## src/rtl/amo_lrsc_if.sv

```systemverilog
// Request/response, memory and reservation signals of the atomic unit.
// slave = the atomic unit, master = pipeline plus memory side.
interface amo_lrsc_if #(
  parameter int XLEN   = 32,
  parameter int ADDR_W = 32
);
  // Handshake: a request transfers on a clock edge where req_valid && req_ready.
  // The request fields only need to be stable in that cycle. resp_valid is a
  // single-cycle pulse with no back-pressure. Memory requests are held until
  // the cycle in which mem_resp is high.
  logic              req_valid;
  logic              req_ready;
  logic [4:0]        req_funct5;
  logic [ADDR_W-1:0] req_addr;
  logic [XLEN-1:0]   req_operand;
  logic              resp_valid;
  logic [XLEN-1:0]   resp_data;
  logic              resp_err;
  logic              mem_read;
  logic              mem_write;
  logic [ADDR_W-1:0] mem_addr;
  logic [XLEN-1:0]   mem_wdata;
  logic [XLEN-1:0]   mem_rdata;
  logic              mem_resp;
  logic              snoop_valid;
  logic [ADDR_W-1:0] snoop_addr;
  logic              rsv_valid;
  logic [ADDR_W-1:0] rsv_addr;

  modport slave (
    input  req_valid, req_funct5, req_addr, req_operand,
    input  mem_rdata, mem_resp, snoop_valid, snoop_addr,
    output req_ready, resp_valid, resp_data, resp_err,
    output mem_read, mem_write, mem_addr, mem_wdata, rsv_valid, rsv_addr
  );

  modport master (
    output req_valid, req_funct5, req_addr, req_operand,
    output mem_rdata, mem_resp, snoop_valid, snoop_addr,
    input  req_ready, resp_valid, resp_data, resp_err,
    input  mem_read, mem_write, mem_addr, mem_wdata, rsv_valid, rsv_addr
  );
endinterface

```

## src/rtl/amo_lrsc_unit.sv

```systemverilog
// RV32A/RV64A atomic unit: AMO read-modify-write, LR/SC with one reservation.
// Define AMO_RSV_TIMEOUT_EN to expire an unused reservation after RSV_TIMEOUT cycles.
module amo_lrsc_unit #(
  parameter int XLEN        = 32,
  parameter int ADDR_W      = 32,
  parameter int RSV_TIMEOUT = 64
) (
  input  logic         clk,
  input  logic         reset,
  amo_lrsc_if.slave    bus,
  output logic [2:0]   dbg_state
);
  localparam int WORD_LSB = $clog2(XLEN / 8);

  localparam logic [4:0] F_ADD = 5'b00000, F_SWAP = 5'b00001, F_LR   = 5'b00010,
                         F_SC  = 5'b00011, F_XOR  = 5'b00100, F_OR   = 5'b01000,
                         F_AND = 5'b01100, F_MIN  = 5'b10000, F_MAX  = 5'b10100,
                         F_MINU = 5'b11000, F_MAXU = 5'b11100;

  typedef enum logic [2:0] {IDLE = 3'd0, READ = 3'd1, CALC = 3'd2, WRITE = 3'd3, DONE = 3'd4} state_t;

  state_t state_q, state_d;
  logic [4:0]        f5_q;
  logic [ADDR_W-1:0] addr_q, rsv_addr_q;
  logic [XLEN-1:0]   op_q, ld_q, res_q, resp_q, resp_d, amo_result;
  logic              err_q, err_d, rsv_valid_q;
  logic accept, ld_en, calc_en, sc_wr, resp_en, lr_set, rsv_kill;
  logic is_amo, sc_match, snoop_hit_rsv, snoop_hit_new, timeout_hit;

  function automatic logic same_word(input logic [ADDR_W-1:0] a, input logic [ADDR_W-1:0] b);
    return a[ADDR_W-1:WORD_LSB] == b[ADDR_W-1:WORD_LSB];
  endfunction

  always_comb begin
    case (bus.req_funct5)
      F_ADD, F_SWAP, F_XOR, F_OR, F_AND, F_MIN, F_MAX, F_MINU, F_MAXU: is_amo = 1'b1;
      default: is_amo = 1'b0;
    endcase
  end

  assign snoop_hit_rsv = bus.snoop_valid && rsv_valid_q && same_word(bus.snoop_addr, rsv_addr_q);
  assign snoop_hit_new = bus.snoop_valid && same_word(bus.snoop_addr, addr_q);
  // A snoop or expiry in the decision cycle must fail the SC, not just clear later.
  assign sc_match = rsv_valid_q && same_word(bus.req_addr, rsv_addr_q) && !snoop_hit_rsv && !timeout_hit;

  always_comb begin
    amo_result = ld_q;
    case (f5_q)
      F_ADD:   amo_result = ld_q + op_q;
      F_SWAP:  amo_result = op_q;
      F_XOR:   amo_result = ld_q ^ op_q;
      F_OR:    amo_result = ld_q | op_q;
      F_AND:   amo_result = ld_q & op_q;
      F_MIN:   amo_result = ($signed(op_q) < $signed(ld_q)) ? op_q : ld_q;
      F_MAX:   amo_result = ($signed(op_q) > $signed(ld_q)) ? op_q : ld_q;
      F_MINU:  amo_result = (op_q < ld_q) ? op_q : ld_q;
      F_MAXU:  amo_result = (op_q > ld_q) ? op_q : ld_q;
      default: amo_result = ld_q;
    endcase
  end

  always_ff @(posedge clk or posedge reset) begin
    if (reset) state_q <= IDLE;
    else       state_q <= state_d;
  end

  always_comb begin
    state_d  = state_q;
    accept   = 1'b0;
    ld_en    = 1'b0;
    calc_en  = 1'b0;
    sc_wr    = 1'b0;
    resp_en  = 1'b0;
    resp_d   = '0;
    err_d    = 1'b0;
    lr_set   = 1'b0;
    rsv_kill = 1'b0;
    case (state_q)
      IDLE: begin
        if (bus.req_valid) begin
          accept = 1'b1;
          if (is_amo || bus.req_funct5 == F_LR) begin
            state_d = READ;
          end else if (bus.req_funct5 == F_SC) begin
            if (sc_match) begin
              state_d = WRITE;
              sc_wr   = 1'b1;
            end else begin
              state_d  = DONE;
              resp_en  = 1'b1;
              resp_d   = XLEN'(1);
              rsv_kill = 1'b1;
            end
          end else begin
            state_d = DONE;
            resp_en = 1'b1;
            err_d   = 1'b1;
          end
        end
      end
      READ: begin
        if (bus.mem_resp) begin
          ld_en = 1'b1;
          if (f5_q == F_LR) begin
            state_d = DONE;
            resp_en = 1'b1;
            resp_d  = bus.mem_rdata;
            lr_set  = 1'b1;
          end else begin
            state_d = CALC;
          end
        end
      end
      CALC: begin
        calc_en = 1'b1;
        state_d = WRITE;
      end
      WRITE: begin
        if (bus.mem_resp) begin
          state_d  = DONE;
          resp_en  = 1'b1;
          resp_d   = (f5_q == F_SC) ? '0 : ld_q;
          rsv_kill = (f5_q == F_SC) || (rsv_valid_q && same_word(addr_q, rsv_addr_q));
        end
      end
      DONE:    state_d = IDLE;
      default: state_d = IDLE;
    endcase
  end

  always_ff @(posedge clk or posedge reset) begin
    if (reset) begin
      f5_q   <= '0;
      addr_q <= '0;
      op_q   <= '0;
      ld_q   <= '0;
      res_q  <= '0;
      resp_q <= '0;
      err_q  <= 1'b0;
    end else begin
      if (accept) begin
        f5_q   <= bus.req_funct5;
        addr_q <= bus.req_addr;
        op_q   <= bus.req_operand;
      end
      if (ld_en)        ld_q  <= bus.mem_rdata;
      if (calc_en)      res_q <= amo_result;
      else if (sc_wr)   res_q <= bus.req_operand;
      if (resp_en) begin
        resp_q <= resp_d;
        err_q  <= err_d;
      end
    end
  end

  // A new LR always replaces the old reservation; a same-cycle snoop voids the new one.
  always_ff @(posedge clk or posedge reset) begin
    if (reset) begin
      rsv_valid_q <= 1'b0;
      rsv_addr_q  <= '0;
    end else if (lr_set) begin
      rsv_valid_q <= !snoop_hit_new;
      rsv_addr_q  <= snoop_hit_new ? '0 : addr_q;
    end else if (rsv_kill || snoop_hit_rsv || timeout_hit) begin
      rsv_valid_q <= 1'b0;
      rsv_addr_q  <= '0;
    end
  end

`ifdef AMO_RSV_TIMEOUT_EN
  localparam int CNT_W = $clog2(RSV_TIMEOUT) + 1;
  logic [CNT_W-1:0] rsv_cnt_q;

  always_ff @(posedge clk or posedge reset) begin
    if (reset)            rsv_cnt_q <= '0;
    else if (lr_set)      rsv_cnt_q <= '0;
    else if (rsv_valid_q) rsv_cnt_q <= rsv_cnt_q + 1'b1;
  end

  assign timeout_hit = rsv_valid_q && (rsv_cnt_q == CNT_W'(RSV_TIMEOUT - 1));
`else
  assign timeout_hit = 1'b0;
  if (RSV_TIMEOUT < 1) begin : g_timeout_unused
  end
`endif

  assign bus.req_ready  = (state_q == IDLE);
  assign bus.resp_valid = (state_q == DONE);
  assign bus.resp_data  = (state_q == DONE) ? resp_q : '0;
  assign bus.resp_err   = (state_q == DONE) && err_q;
  assign bus.mem_read   = (state_q == READ);
  assign bus.mem_write  = (state_q == WRITE);
  assign bus.mem_addr   = addr_q;
  assign bus.mem_wdata  = (state_q == WRITE) ? res_q : '0;
  assign bus.rsv_valid  = rsv_valid_q;
  assign bus.rsv_addr   = rsv_valid_q ? rsv_addr_q : '0;
  assign dbg_state      = state_q;
endmodule

```

## src/flat_wrapper.sv

```systemverilog
// flat-port wrapper written by rule: the top's interface ports become plain ports
module amo_lrsc_unit_flat 
#(
  parameter int XLEN        = 32,
  parameter int ADDR_W      = 32,
  parameter int RSV_TIMEOUT = 64
)
  (clk, reset, dbg_state, bus_req_valid, bus_req_funct5, bus_req_addr, bus_req_operand, bus_mem_rdata, bus_mem_resp, bus_snoop_valid, bus_snoop_addr, bus_req_ready, bus_resp_valid, bus_resp_data, bus_resp_err, bus_mem_read, bus_mem_write, bus_mem_addr, bus_mem_wdata, bus_rsv_valid, bus_rsv_addr);
  amo_lrsc_if #(.XLEN(XLEN), .ADDR_W(ADDR_W)) bus_i ();
  input  logic clk;
  input  logic reset;
  output logic [2:0] dbg_state;
  input wire logic [$bits(bus_i.req_valid)-1:0] bus_req_valid;
  input wire logic [$bits(bus_i.req_funct5)-1:0] bus_req_funct5;
  input wire logic [$bits(bus_i.req_addr)-1:0] bus_req_addr;
  input wire logic [$bits(bus_i.req_operand)-1:0] bus_req_operand;
  input wire logic [$bits(bus_i.mem_rdata)-1:0] bus_mem_rdata;
  input wire logic [$bits(bus_i.mem_resp)-1:0] bus_mem_resp;
  input wire logic [$bits(bus_i.snoop_valid)-1:0] bus_snoop_valid;
  input wire logic [$bits(bus_i.snoop_addr)-1:0] bus_snoop_addr;
  output wire logic [$bits(bus_i.req_ready)-1:0] bus_req_ready;
  output wire logic [$bits(bus_i.resp_valid)-1:0] bus_resp_valid;
  output wire logic [$bits(bus_i.resp_data)-1:0] bus_resp_data;
  output wire logic [$bits(bus_i.resp_err)-1:0] bus_resp_err;
  output wire logic [$bits(bus_i.mem_read)-1:0] bus_mem_read;
  output wire logic [$bits(bus_i.mem_write)-1:0] bus_mem_write;
  output wire logic [$bits(bus_i.mem_addr)-1:0] bus_mem_addr;
  output wire logic [$bits(bus_i.mem_wdata)-1:0] bus_mem_wdata;
  output wire logic [$bits(bus_i.rsv_valid)-1:0] bus_rsv_valid;
  output wire logic [$bits(bus_i.rsv_addr)-1:0] bus_rsv_addr;
  assign bus_i.req_valid = bus_req_valid;
  assign bus_i.req_funct5 = bus_req_funct5;
  assign bus_i.req_addr = bus_req_addr;
  assign bus_i.req_operand = bus_req_operand;
  assign bus_i.mem_rdata = bus_mem_rdata;
  assign bus_i.mem_resp = bus_mem_resp;
  assign bus_i.snoop_valid = bus_snoop_valid;
  assign bus_i.snoop_addr = bus_snoop_addr;
  assign bus_req_ready = bus_i.req_ready;
  assign bus_resp_valid = bus_i.resp_valid;
  assign bus_resp_data = bus_i.resp_data;
  assign bus_resp_err = bus_i.resp_err;
  assign bus_mem_read = bus_i.mem_read;
  assign bus_mem_write = bus_i.mem_write;
  assign bus_mem_addr = bus_i.mem_addr;
  assign bus_mem_wdata = bus_i.mem_wdata;
  assign bus_rsv_valid = bus_i.rsv_valid;
  assign bus_rsv_addr = bus_i.rsv_addr;
  amo_lrsc_unit #(.XLEN(XLEN), .ADDR_W(ADDR_W), .RSV_TIMEOUT(RSV_TIMEOUT)) u_core (.clk(clk), .reset(reset), .bus(bus_i), .dbg_state(dbg_state));
endmodule
```

## config.mk

```make
export PLATFORM = sky130hd
export DESIGN_NAME = amo_lrsc_unit_flat
export DESIGN_NICKNAME = d
export VERILOG_FILES = /design/src/rtl/amo_lrsc_if.sv /design/src/rtl/amo_lrsc_unit.sv /design/src/flat_wrapper.sv
export SDC_FILE = /design/constraint.sdc
export NUM_CORES = 1
export LEC_CHECK = 0
export ABC_CLOCK_PERIOD_IN_PS = 15300
export BUFFER_PORTS_ARGS = -buffer_cell sky130_fd_sc_hd__buf_2
export CORE_ASPECT_RATIO = 0.7
export CORE_UTILIZATION = 26
export CTS_CLUSTER_SIZE = 20
export DETAILED_ROUTE_END_ITERATION = 12
export GPL_TIMING_DRIVEN = 0
export SLEW_MARGIN = 20
export SYNTH_ARGS = -nofsm -noshare
export SYNTH_HDL_FRONTEND = slang
export SYNTH_SLANG_ARGS = --single-unit
```

## constraint.sdc

```tcl
create_clock -name clk -period 15.3 [get_ports clk]
set_input_delay 2.295 -clock clk [delete_from_list [all_inputs] [get_ports clk]]
set_output_delay 2.295 -clock clk [all_outputs]
set_load 0.1 [all_outputs]
```

==> out/results.txt, run 1 <==
Yosys top cell area share = 0.3431
CTS tree = yes
CTS Root Cell = clkbuf_16
Critical Path AT = 6.31 ns
clk_skew = 0.01829 ns
routability cong. = 1.003
I/O Buffers = 272
largest net degree at the start of global routing = 98
yosys warns = 0
drt wl/cell = 26.05 um
max-cap violations = 0
dpl hpwl = 56.01 mm
Period minus WS final = 5.900 ns
clock sink total = 202
Worst-path clk slew = 0.06 ns
Fin. Hold Viols = 0
pre-CTS setup slack = 9.121 ns
post-route setup slack = 9.400 ns
1st-iter DRT viols = 2243
Pwr Density = 275.9 nW/um^2
post-placement cell count = 2753
Crit Path Category = input pin to flip-flop
final worst-path cycle share = 0.3856
layout cells sized above 1 = 0.1803
detailed-route vias per instance = 5.516
largest cells by area after synthesis = dfrtp_1, ha_1, xnor2_1
metal1 wirelength = 34.63 mm
top cells by count, synth = nand2_1, dfrtp_1, o21ai_0
Synth area leader = dfrtp_1
Post-CTS Setup Inserts = 0
drc violations = 0
Layout Cells excl Fill = 2801
HP Class = flip-flop to flip-flop
sequential-to-total area share from yosys stat = 0.3431
asr flop ratio synth = 1.000
row count = 72
initial antenna violation count = 7
iteration count of the initial detailed-routing pass = 6
CTS hold repair buffers = 0
fillcell total = 5918
worst vdd ir = 93.77 uV
TritonCTS buffer count = 25
status = finished clean
Pins Over Slew Limit = 0
Die Y = 201.2 um
CP Max Fanout = 10
Syn Area/Cell = 8.471 um^2
Initial Util = 0.2650
first-pass GRT wire length = 104.5 mm
Post-DRT Antenna Nets = 0
WP data required = 15.71 ns
Rel. slew slack = 0.1549
Critical Path Start Type = input pin
vias in the first global route = 14.68k
# IOs = 275
wirelength, routed = 72.97 mm
mapped cell area = 14730 um^2
count of cell types in the netlist = 75
Top Layer Used = met5
Area after DPL = 17080 um^2
Final TNS setup = 0 ns
overall via count from detail_route = 15.45k
actual slew at the worst max-slew pin = 1.263 ns
Pleak = 8.623 nW
number of synthesized flops with an enable pin = 0
Max clock buf depth = 3
synth-to-layout area growth = 21.98%
nets@finish = 2275
f_max = 0.1695 GHz
Finished Cell Area = 17970 um^2
endpoint type of the worst setup path = flip-flop
most frequent cell after synthesis = nand2_1
metal2 WL = 29.71 mm
Yosys reg bits = 202
CTS H-tree lvls = 1
Post-CTS Resized = 0
core box area = 55580 um^2
synthesized instance count = 1739
syn nets = 1974
DIE AREA = 57630 um^2
Main synth FF type = dfrtp_1
remaining global-route overflow = 0
Clk Latency, worst-skew pair = 0.56 ns
Die W = 286.5 um
RSZ-0062 raised after global routing = false
GR Util All Layers = 0.2466
WL met3 = 6.825 mm
final setup vio count = 0
layout by cell type, fill, tap and decap left out, drive strengths merged, types with 10 or more instances in the layout:
| master | instances |
|---|---|
| and2 | 75 |
| nor4 | 18 |
| a211oi | 17 |
| o211ai | 11 |
| a21o | 19 |
| ha | 96 |
| nand4 | 35 |
| clkbuf | 120 |
| a22o | 33 |
| a222oi | 33 |
| xnor2 | 108 |
| nand3 | 38 |
| inv | 116 |
| xor2 | 34 |
| nor2 | 66 |
| mux2i | 14 |
| a221oi | 45 |
| nor2b | 12 |
| and3 | 44 |
| mux2 | 10 |
| dfrtp | 202 |
| nor3 | 20 |
| buf | 305 |
| a21oi | 70 |
| o21ai | 144 |
| nand2 | 247 |
worst max-delay path, stage by stage:
cell      delay, ns
buf_2          0.13
xnor2_1        0.53
nand4_1        0.15
or4_1          0.63
a211oi_2       0.84
nand2_2        0.25
buf_2          0.35
buf_4          0.27
o21ai_0        0.18
nand3_1        0.12
a221oi_1       0.42
a21oi_1        0.13
logic make-up after synthesis:
group           share of synthesized area
simple gates                       0.1948
compound gates                     0.2137
buf+inv                           0.06387
flops                              0.3431
xor+xnor                          0.08442
fa+ha+maj                         0.08289
mux                               0.01716
where the power goes:
group          total, W  internal (W)  switching (W)
clock          0.000652      0.000388       0.000264
combinational   0.00316      0.000896        0.00227
sequential      0.00114      0.000779       0.000363
worst paths after layout:
| kind | start | end | slack [ns] | cells past startpoint |
|---|---|---|---|---|
| worst min-delay path | u_core.resp_q[29]$_DFFE_PP0P_ | u_core.resp_q[29]$_DFFE_PP0P_ | 0.48 | 2 |
| max in group asynchronous | reset | u_core.resp_q[22]$_DFFE_PP0P_ | 12.40 | 4 |
| worst max-delay path | bus_req_addr[27] | u_core.res_q[28]$_DFFE_PP0P_ | 9.40 | 12 |
| worst max register to register | u_core.ld_q[31]$_DFFE_PP0P_ | u_core.res_q[9]$_DFFE_PP0P_ | 10.50 | 13 |
| worst min register to register | u_core.resp_q[29]$_DFFE_PP0P_ | u_core.resp_q[29]$_DFFE_PP0P_ | 0.48 | 2 |
| min in group asynchronous | reset | u_core.bus.mem_addr[20]$_DFFE_PP0P_ | 1.70 | 2 |
flip-flops by register name (all words and copies together), names as in the netlist:
register              count
u_core.bus.mem_addr      32
u_core.ld_q              32
u_core.op_q              32
u_core.res_q             32
u_core.resp_q            32
u_core.rsv_addr_q        32
u_core.f5_q               5
u_core.dbg_state          3
u_core.bus.rsv_valid      1
u_core.err_q              1
routing by layer:
layer / up-vias / track usage
met2: 857 / 0.3451
met3: 101 / 0.04921
met4: 4 / 0.05806
li1: 6785 / -
met5: - / 0
met1: 7704 / 0.3798
through the flow:
stage | utilization | hold slack [ns] | power, W
2_1_floorplan | - | 0.4408 | 0.003215
3_3_place_gp | 0.3062 | 0.4643 | 0.004186
3_5_place_dp | 0.3074 | 0.4710 | 0.004214
4_1_cts | 0.3232 | 0.4863 | 0.004886
5_1_grt | 0.3232 | 0.5093 | 0.005211
6_report | 0.3233 | 0.4832 | 0.004958
layout make-up:
cell class / count / area, um^2 / share of cell area
multi-input cells: 1304 / 8738 / 0.4863
flip-flops and latches: 202 / 5055 / 0.2813
repair buffers: 274 / 1416 / 0.07882
well taps: 740 / 925.9 / 0.05152
clock buffers: 32 / 691.9 / 0.03850
plain buffers: 119 / 513.0 / 0.02855
inverters: 114 / 435.4 / 0.02423
clock inverters: 13 / 186.4 / 0.01037
diodes: 3 / 7.507 / 0.0004178
No activity file was read; power rests on OpenSTA's default activity.
==> run 2, diff against run 1 <==
Settings changed: ABC_CLOCK_PERIOD_IN_PS 15300 to 5450.
Clock period 15.3 ns to 5.45 ns, I/O delays scaled along.
==> run 2 against run 1 <==
Critical path depth increased by 1. Sequential power rose to 2.8 times the previous value. Clock skew rose by 0.020 ns. Non-clock buffer count increased by 5. Register-to-register slack lost 9.8 ns. Combinational power grew to 2.8 times the previous value. Via count hardly changed. Largest cell class unchanged.
==> out/results.txt, run 2 (synthesis results as in run 1) <==
1st-iter DRT viols = 2130 (was 2243)
f_max = 0.2089 GHz
synth-to-layout area growth = 23.04% (was 21.98%)
RSZ-0062 raised after global routing = false (unchanged)
final worst-path cycle share = 0.8785
Max clock buf depth = 3 (unchanged)
vias in the first global route = 14.66k (was 14.68k)
Worst-path clk slew = 0.07 ns (was 0.06 ns)
clock sink total = 202 (unchanged)
Die Y = 201.2 um (unchanged)
# IOs = 275 (unchanged)
Critical Path AT = 5.31 ns (was 6.31 ns)
most common cell after layout, fill and taps aside = buf_2 (unchanged)
final setup vio count = 0 (unchanged)
Pins Over Slew Limit = 0 (unchanged)
Worst path max stage delay = 0.80 ns (was 0.84 ns)
CTS tree = yes (unchanged)
max-cap violations = 0 (unchanged)
Rel. slew slack = 0.2077 (was 0.1549)
dpl hpwl = 55.87 mm (was 56.01 mm)
Pwr Density = 772.6 nW/um^2 (was 275.9 nW/um^2)
initial antenna violation count = 7 (unchanged)
layout cells sized above 1 = 0.1844 (was 0.1803)
Pleak = 8.689 nW (was 8.623 nW)
Initial Util = 0.2650 (unchanged)
HP Class = input pin to async pin (was flip-flop to flip-flop)
overall via count from detail_route = 15.45k (about the same)
routability cong. = 0.9917 (was 1.003)
wirelength, routed = 72.80 mm (was 72.97 mm)
detailed-route vias per instance = 5.492 (was 5.516)
first-pass GRT wire length = 104.4 mm (was 104.5 mm)
Period minus WS final = 4.788 ns
Crit Path Category = flip-flop to flip-flop (was input pin to flip-flop)
TritonCTS buffer count = 26 (was 25)
I/O Buffers = 272 (unchanged)
Post-CTS Setup Inserts = 0 (unchanged)
core box area = 55580 um^2 (unchanged)
Critical Path, Cell by Cell = inv_1 -> ha_1 -> clkbuf_1 -> nor2_1 -> o21a_1 -> a311oi_1 -> o21ai_0 -> a2111o_1 -> o211a_1 -> o21ai_2 -> a21oi_1 -> o21ai_0 -> and3_1 (was buf_2 -> xnor2_1 -> nand4_1 -> or4_1 -> a211oi_2 -> nand2_2 -> buf_2 -> buf_4 -> o21ai_0 -> nand3_1 -> a221oi_1 -> a21oi_1)
drt wl/cell = 25.88 um (was 26.05 um)
actual slew at the worst max-slew pin = 1.188 ns (was 1.263 ns)
Crit path top cell by count = o21ai_0 (was buf_2)
Critical Path Start Type = flip-flop (was input pin)
WP data required = 5.97 ns (was 15.71 ns)
most frequent cells in the layout = buf_2, nand2_1, dfrtp_1 (unchanged)
largest net degree at the start of global routing = 31 (was 98)
CTS Root Cell = clkbuf_16 (unchanged)
CTS hold repair buffers = 0 (unchanged)
Clk Latency, worst-skew pair = 0.58 ns (was 0.56 ns)
Die W = 286.5 um (unchanged)
Post-CTS Resized = 0 (unchanged)
worst vdd ir = 311.6 uV (was 93.77 uV)
nets@finish = 2281 (was 2275)
GR Util All Layers = 0.2466 (about the same)
Post-DRT Antenna Nets = 0 (unchanged)
DIE AREA = 57630 um^2 (unchanged)
Final TNS setup = 0 ns (unchanged)
CP max-delay cell = o21ai_2 (was a211oi_2)
row count = 72 (unchanged)
iteration count of the initial detailed-routing pass = 8 (was 6)
CTS H-tree lvls = 1 (unchanged)
Pwr Total = 0.01400 W (was 0.004958 W)
status = finished clean (unchanged)
drc violations = 0 (unchanged)
remaining global-route overflow = 0 (unchanged)
fillcell total = 5922 (was 5918)
clk_skew = 0.03861 ns (was 0.01829 ns)
endpoint type of the worst setup path = flip-flop (unchanged)
Fin. Hold Viols = 0 (unchanged)
CP Max Fanout = 10 (unchanged)
[run 2: metal layers]
metal | GRT usage | up-vias | part of all wire
met5 | 0 | - | 0.00011
met4 | 0.06455 | 2 | 0.023
met3 | 0.04977 | 96 | 0.095
met2 | 0.3432 | 843 | 0.41
met1 | 0.3786 | 7710 | 0.47
li1 | - | 6798 | -
[run 2: power breakdown]
group	switching [W]	leakage [nW]	internal [W]
Sequential	0.00102	2.53	0.00219
Clock	0.000788	0.447	0.00114
Combinational	0.00635	5.71	0.00252
[run 2: critical path: cells and delay by family, from the launching register on]
kind | cells | cell delay (ns)
AND/OR/NAND/NOR | 2 | 0.36
adder cells (fa/ha/maj) | 1 | 0.34
flip-flops | 1 | 0.60
buffers and inverters | 2 | 0.61
AO/OA/AOI/OAI | 8 | 2.83
[run 2: path summary, 6_finish.rpt]
path,startpoint,endpoint,slack (ns),depth (start not counted)
min in group clk,bus_req_addr[0],u_core.bus.mem_addr[0]$_DFFE_PP0P_,0.44,3
setup reg to reg,u_core.ld_q[31]$_DFFE_PP0P_,u_core.res_q[9]$_DFFE_PP0P_,0.66,13
max in group asynchronous,reset,u_core.resp_q[20]$_DFFE_PP0P_,4.09,5
hold reg to reg,u_core.resp_q[11]$_DFFE_PP0P_,u_core.resp_q[11]$_DFFE_PP0P_,0.49,2
hold / removal,reset,u_core.rsv_addr_q[9]$_DFFE_PP0P_,0.33,2
setup / recovery,u_core.ld_q[31]$_DFFE_PP0P_,u_core.res_q[9]$_DFFE_PP0P_,0.66,13
[run 2: metrics by stage]
step | utilization | hold slack (ns) | instances | instance area (um^2) | setup WS (ns)
floorplan | - | 0.4408 | 1739 | 14740 | 0.4922
global placement | 0.3063 | 0.4636 | 2751 | 17020 | 0.4630
detailed placement | 0.3090 | 0.4705 | 2758 | 17170 | 0.6825
CTS | 0.3257 | 0.3261 | 2806 | 18110 | 0.8452
global route | 0.3260 | 0.3633 | 2810 | 18120 | 0.4596
finish | 0.3261 | 0.3279 | 2813 | 18130 | 0.6621
[run 2: cell type report]
class	count	area, um^2	area share
Antenna cell	7	17.52	0.0009664
Timing Repair Buffer	279	1509	0.08325
Buffer	119	513.0	0.02830
Multi-Input combinational cell	1304	8741	0.4822
Clock inverter	16	209.0	0.01153
Inverter	114	431.7	0.02381
Clock buffer	32	724.4	0.03997
Tap cell	740	925.9	0.05108
Sequential cell	202	5055	0.2789
